File: config.mk
export PLATFORM = sky130hd
export DESIGN_NAME = decode_pipe_reg_flat
export DESIGN_NICKNAME = d
export VERILOG_FILES = /design/src/rtl/decode_pipe_reg_if.sv /design/src/rtl/decode_pipe_reg.sv /design/src/flat_wrapper.sv
export SDC_FILE = /design/constraint.sdc
export NUM_CORES = 1
export LEC_CHECK = 0
export ABC_AREA = 1
export CORE_AREA = 2 2 84 86
export DETAILED_ROUTE_END_ITERATION = 16
export DIE_AREA = 0 0 86 88
export DONT_BUFFER_PORTS = 1
export PLACE_DENSITY = 0.65
export SKIP_CTS_REPAIR_TIMING = 1
export SLEW_MARGIN = 20
export SYNTH_ARGS = -nofsm -noshare
export SYNTH_HDL_FRONTEND = slang
export SYNTH_SLANG_ARGS = --single-unit
export TNS_END_PERCENT = 1
File: constraint.sdc
create_clock -name clk -period 1.4 [get_ports clk]
set_input_delay 0.35 -clock clk [delete_from_list [all_inputs] [get_ports clk]]
set_output_delay 0.35 -clock clk [all_outputs]
set_load 0.02 [all_outputs]
File: src/rtl/decode_pipe_reg_if.sv
// Decode->execute boundary bundle: decoded fields in, registered fields out.
interface decode_pipe_reg_if #(
  parameter int DATA_W  = 32,
  parameter int RADDR_W = 5,
  parameter int OP_W    = 4
);
  logic [OP_W-1:0]    alu_opcode;
  logic               reg_flag;
  logic [RADDR_W-1:0] rd;
  logic [DATA_W-1:0]  rs1;
  logic [DATA_W-1:0]  rs2;
  logic [DATA_W-1:0]  immidiate_data;
  logic               reg_wr_en;

  logic [OP_W-1:0]    alu_opout;
  logic [RADDR_W-1:0] rd_out;
  logic [DATA_W-1:0]  op1;
  logic [DATA_W-1:0]  op2;
  logic               reg_wr_en_out;
  logic               flag_out;
  logic [DATA_W-1:0]  data;

  // Decoder side drives the fields and sees what execute will receive.
  modport master (
    output alu_opcode, reg_flag, rd, rs1, rs2, immidiate_data, reg_wr_en,
    input  alu_opout, rd_out, op1, op2, reg_wr_en_out, flag_out, data
  );

  modport slave (
    input  alu_opcode, reg_flag, rd, rs1, rs2, immidiate_data, reg_wr_en,
    output alu_opout, rd_out, op1, op2, reg_wr_en_out, flag_out, data
  );
endinterface

File: src/rtl/decode_pipe_reg.sv
// Decode->execute pipeline register; selects ALU operand 2 before capture.
module decode_pipe_reg (
  input  logic             clk,
  input  logic             reset,
  decode_pipe_reg_if.slave bus
);

  // Reset clears every field so a flushed slot never writes back.
  always_ff @(posedge clk) begin
    if (reset) begin
      bus.alu_opout     <= '0;
      bus.rd_out        <= '0;
      bus.op1           <= '0;
      bus.op2           <= '0;
      bus.reg_wr_en_out <= 1'b0;
      bus.flag_out      <= 1'b0;
      bus.data          <= '0;
    end else begin
      bus.alu_opout     <= bus.alu_opcode;
      bus.rd_out        <= bus.rd;
      bus.op1           <= bus.rs1;
      bus.op2           <= bus.reg_flag ? bus.rs2 : bus.immidiate_data;
      bus.reg_wr_en_out <= bus.reg_wr_en;
      bus.flag_out      <= bus.reg_flag;
      bus.data          <= bus.rs2;
    end
  end

endmodule

File: src/flat_wrapper.sv
// flat-port wrapper written by rule: the top's interface ports become plain ports
module decode_pipe_reg_flat 
  (clk, reset, bus_alu_opcode, bus_reg_flag, bus_rd, bus_rs1, bus_rs2, bus_immidiate_data, bus_reg_wr_en, bus_alu_opout, bus_rd_out, bus_op1, bus_op2, bus_reg_wr_en_out, bus_flag_out, bus_data);
  decode_pipe_reg_if #(.DATA_W(32), .RADDR_W(5), .OP_W(4)) bus_i ();
  input  logic clk;
  input  logic reset;
  input wire logic [$bits(bus_i.alu_opcode)-1:0] bus_alu_opcode;
  input wire logic [$bits(bus_i.reg_flag)-1:0] bus_reg_flag;
  input wire logic [$bits(bus_i.rd)-1:0] bus_rd;
  input wire logic [$bits(bus_i.rs1)-1:0] bus_rs1;
  input wire logic [$bits(bus_i.rs2)-1:0] bus_rs2;
  input wire logic [$bits(bus_i.immidiate_data)-1:0] bus_immidiate_data;
  input wire logic [$bits(bus_i.reg_wr_en)-1:0] bus_reg_wr_en;
  output wire logic [$bits(bus_i.alu_opout)-1:0] bus_alu_opout;
  output wire logic [$bits(bus_i.rd_out)-1:0] bus_rd_out;
  output wire logic [$bits(bus_i.op1)-1:0] bus_op1;
  output wire logic [$bits(bus_i.op2)-1:0] bus_op2;
  output wire logic [$bits(bus_i.reg_wr_en_out)-1:0] bus_reg_wr_en_out;
  output wire logic [$bits(bus_i.flag_out)-1:0] bus_flag_out;
  output wire logic [$bits(bus_i.data)-1:0] bus_data;
  assign bus_i.alu_opcode = bus_alu_opcode;
  assign bus_i.reg_flag = bus_reg_flag;
  assign bus_i.rd = bus_rd;
  assign bus_i.rs1 = bus_rs1;
  assign bus_i.rs2 = bus_rs2;
  assign bus_i.immidiate_data = bus_immidiate_data;
  assign bus_i.reg_wr_en = bus_reg_wr_en;
  assign bus_alu_opout = bus_i.alu_opout;
  assign bus_rd_out = bus_i.rd_out;
  assign bus_op1 = bus_i.op1;
  assign bus_op2 = bus_i.op2;
  assign bus_reg_wr_en_out = bus_i.reg_wr_en_out;
  assign bus_flag_out = bus_i.flag_out;
  assign bus_data = bus_i.data;
  decode_pipe_reg u_core (.clk(clk), .reset(reset), .bus(bus_i));
endmodule
# --- Word level (Yosys, flattened, before mapping) ---
# Index checks and enable logic that the tools add are counted.
word_totals:
  regBits: 107
  input_bits: 109
  output_inout_bits: 107
  wordCells: 8
op_classes:
  mux: 1
op_table:
  columns: ["operator", "count"]
  rows:
  - ["32-bit 2-to-1 mux", 1]

# --- Logic depth before layout (Yosys ltp) ---
logic_depth:
  word_depth: 1
  mapped_depth: 5
  mapped_depth_nobuf: 4

# --- Worst setup path after synthesis ---
# OpenSTA, ideal clock, no wires.
synth_path:
  path_kind: "input to register"
  from: "input port bus_reg_flag"
  to: "register u_core.bus.op2[12]"
  n_path_buf: 2
  stages: 4
  required_time_ps: 1287
  arrival_ps: 757
  slack_ps: 530
  cell_sequence: "buf_6 buf_4 nor2_1 nor2_1"
synth_via:
  elab_chain_len: 1
synth_rtl:
  columns: ["item", "line_no", "text"]
  rows:
  - ["start, declared", "flat_wrapper.sv:8", "input wire logic [$bits(bus_i.reg_flag)-1:0] bus_reg_flag;"]
  - ["32-bit 2-to-1 mux", "decode_pipe_reg.sv:22", "bus.op2 <= bus.reg_flag ? bus.rs2 : bus.immidiate_data;"]
  - ["end signal, assigned", "decode_pipe_reg.sv:22", null]
  - ["end, declared", "decode_pipe_reg_if.sv:31", "output alu_opout, rd_out, op1, op2, reg_wr_en_out, flag_out, data"]
# No other way between the ends.
# A chain may end at the register's enable or synchronous reset.

# --- Worst setup path after layout ---
layout_path:
  from: "register u_core.bus.op2[23]"
  to: "output port bus_op2[23]"
layout_lines:
  columns: ["item", "line_no", "text"]
  rows:
  - ["end, declared", "flat_wrapper.sv:17", "output wire logic [$bits(bus_i.op2)-1:0] bus_op2;"]
# No word-level cell between the ends.

==> key figures <==
Place
  • Port bufs: 0
  • HPWL Detailed: around 4700 um
  • Dpl cell area: 3310 um^2
  • Gpl congestion: 0.741

Finish
  • Final nets: 507
  • Fin util: between 50 and 60%
  • Area growth from synthesis to layout: 3.85%
  • N_diodes: 0
  • Post-route cell area: 3480 um^2
  • Layout cell share with drive strength beyond 1: about 4.0%

Power
  • Sequential Power Share: 65.5%
  • Comb power frac: approximately 4.0%
  • Leak Pwr: 1.85 nW
  • Total power: about 0.0054 W
  • PD cells: 1550 nW/um^2
  • Worst vdd ir: 0.592 mV
  • Clk pwr share: 30.5%
  • Sw Ratio: a little over a quarter
  • Pint: approximately 0.0040 W
  • Net Sw Power: 0.00142 W

Synth
  • Synth Area in XOR/XNOR: 0%
  • Largest family of logic cells by synthesized area: simple AND/OR/NAND/NOR gates
  • Number of synthesized register bits: 107
  • Area contributors post-synth: dfxtp_1 64%, nor2_1 16%, inv_1 8.4%
  • Sequential area share after synthesis: 64.0%
  • Unique masters post-synth: 8
  • Top cell type's share of synthesized area: approximately 64%
  • Compound-gate portion of the synthesized area: 0%
  • Synth area leader: dfxtp_1
  • Synthesis Warnings: 0
  • Adder-Cell Fraction of Synth Area: 0%
  • Post-Syn Area: between 3000 and 4000 um^2
  • Synth Instances: 404
  • Syn avg cell area: 8.28 um^2
  • Post-synthesis mux area share: 0%
  • Syn nets: 513
  • Simple-gate portion of the synthesized area: 22.8%

CTS
  • Cts bufs inserted: 9
  • Sink Count: 107
  • Clock-pin slew on the worst setup and hold paths: approximately 0.10 ns
  • Max Root-Sink Buffers: 2
  • CTS tree: done
  • H-tree depth: 3
  • Root Driver: clkbuf_8

Global routing
  • Gr usage total: 17.8%
  • Vias in the first global route: 2,079
  • Antenna violations before repair: 0
  • Largest net degree at the start of global routing: 77
  • Global-route wire length before repair: 10,200 um
  • GR Overflow Total: 0

Run
  • Max Cap Viol: 0

Status
  • Status: complete, no violations

STA
  • Setup-failing EPs final: 0
  • Min cycle time layout: 1.17 ns
  • Max_slew headroom: between 80% and 90%
  • RSZ-0062 raised after global routing: no
  • Worst-Margin Slew: roughly 0.26 ns
  • Final hold violation count: 0
  • Period utilization: 83.4%
  • Setup TNS: 0 ns
  • Max Freq: around 0.86 GHz
  • Slew Limit Fails: 0

Setup path
  • Crit-path max FO: 1
  • Req. time, crit path: about 1.1 ns
  • Worst setup SP type: register
  • WS Path Type: register to output port
  • Arrival time worst endpoint: 0.82 ns
  • CP Capture Type: output port

Floorplanning
  • Die ar.: between 7000 and 8000 um^2
  • CORE AREA: 6640 um^2
  • Num ports: 216
  • Die Y: 88 um
  • DIE WIDTH: between 80 and 90 um
  • Cell row count: 30
  • Starting density of the core: approximately half

Route
  • Drt first-iter violations: 48
  • Post-DRT Antenna Nets: 0
  • Drt total wl: ~6600 um
  • Post-DR wirelength/cell: 13.7 um
  • Vias per cell: 4.46
  • Routed vias: 2,149
  • DRC violation count after routing: 0
  • Drt first pass iters: 4

Min path
  • Hold WC Path Type: input pin to register
power groups by stage:
stage	sequential (W)	clock (W)	combinational, W
global route	0.00355	0.00184	0.000267
detailed placement	0.00360	0	0.000223
CTS	0.00353	0.00169	0.000222
global placement	0.00360	0	0.000214
floorplan	0.00357	0	0.000261
finish	0.00353	0.00165	0.000215
layout by cell type (no fill, tap or decap):
cell type   Yosys  routed
clkbuf_8        0       9
buf_12          0       1
dfxtp_1       107     107
clkinv_4        0       1
clkbuf_1        0       1
inv_1          75      75
clkinvlp_4      0       1
nand2_1        64      64
nor2_1        139     139
clkinv_2        0       1
inv_2           1       1
inv_6           0       2
through the flow:
step           hold slack, ns  instances  setup slack (ns)
2_1_floorplan           0.457        404             0.530
3_3_place_gp            0.425        467             0.464
3_5_place_dp            0.427        467             0.415
4_1_cts                0.0381        482             0.204
5_1_grt                0.0202        482             0.184
6_report               0.0592        482             0.232
sequential cells by signal, indices dropped and copies added (netlist names):
name and cells:
u_core.bus.rd_out 5, u_core.bus.data 32, u_core.bus.reg_wr_en_out 1, u_core.bus.op2 32, u_core.bus.op1 32, u_core.bus.flag_out 1
u_core.bus.alu_opout 4
kinds of logic (layout without fill, tap and decap cells):
| family | Yosys count | in the layout |
|---|---|---|
| buf+inv | 94 | 92 |
| flops | 107 | 107 |
| simple gates | 203 | 203 |
path summary, 6_finish.rpt:
kind,depth (start not counted),start,endpoint
worst max-delay path,0,u_core.bus.op2[23],bus_op2[23]
worst min-delay path,1,reset,u_core.bus.op1[1]
synth_stat cells:
master,instances
buf_4,2
nor2_1,139
nand2_1,64
inv_2,1
inv_1,75
buf_6,10
buf_2,6
dfxtp_1,107
final cells by class:
type                            instances  area (um^2)
Fill cell                             630         3170
Multi-Input combinational cell        203          762
Inverter                               76          285
Tap cell                               80          100
Sequential cell                       107         2140
Clock inverter                          5         38.8
Clock buffer                           10          128
Timing Repair Buffer                    1         20.0
routing by layer:
metal / vias up / wire [um] / track usage (%)
met5: - / 0 / 0
met4: 0 / 149 / 9.38
met3: 12 / 736 / 8.39
met2: 125 / 3230 / 30.9
met1: 901 / 2460 / 17.7
li1: 1111 / - / -
Note: power is estimated with default switching activity, not from simulation.
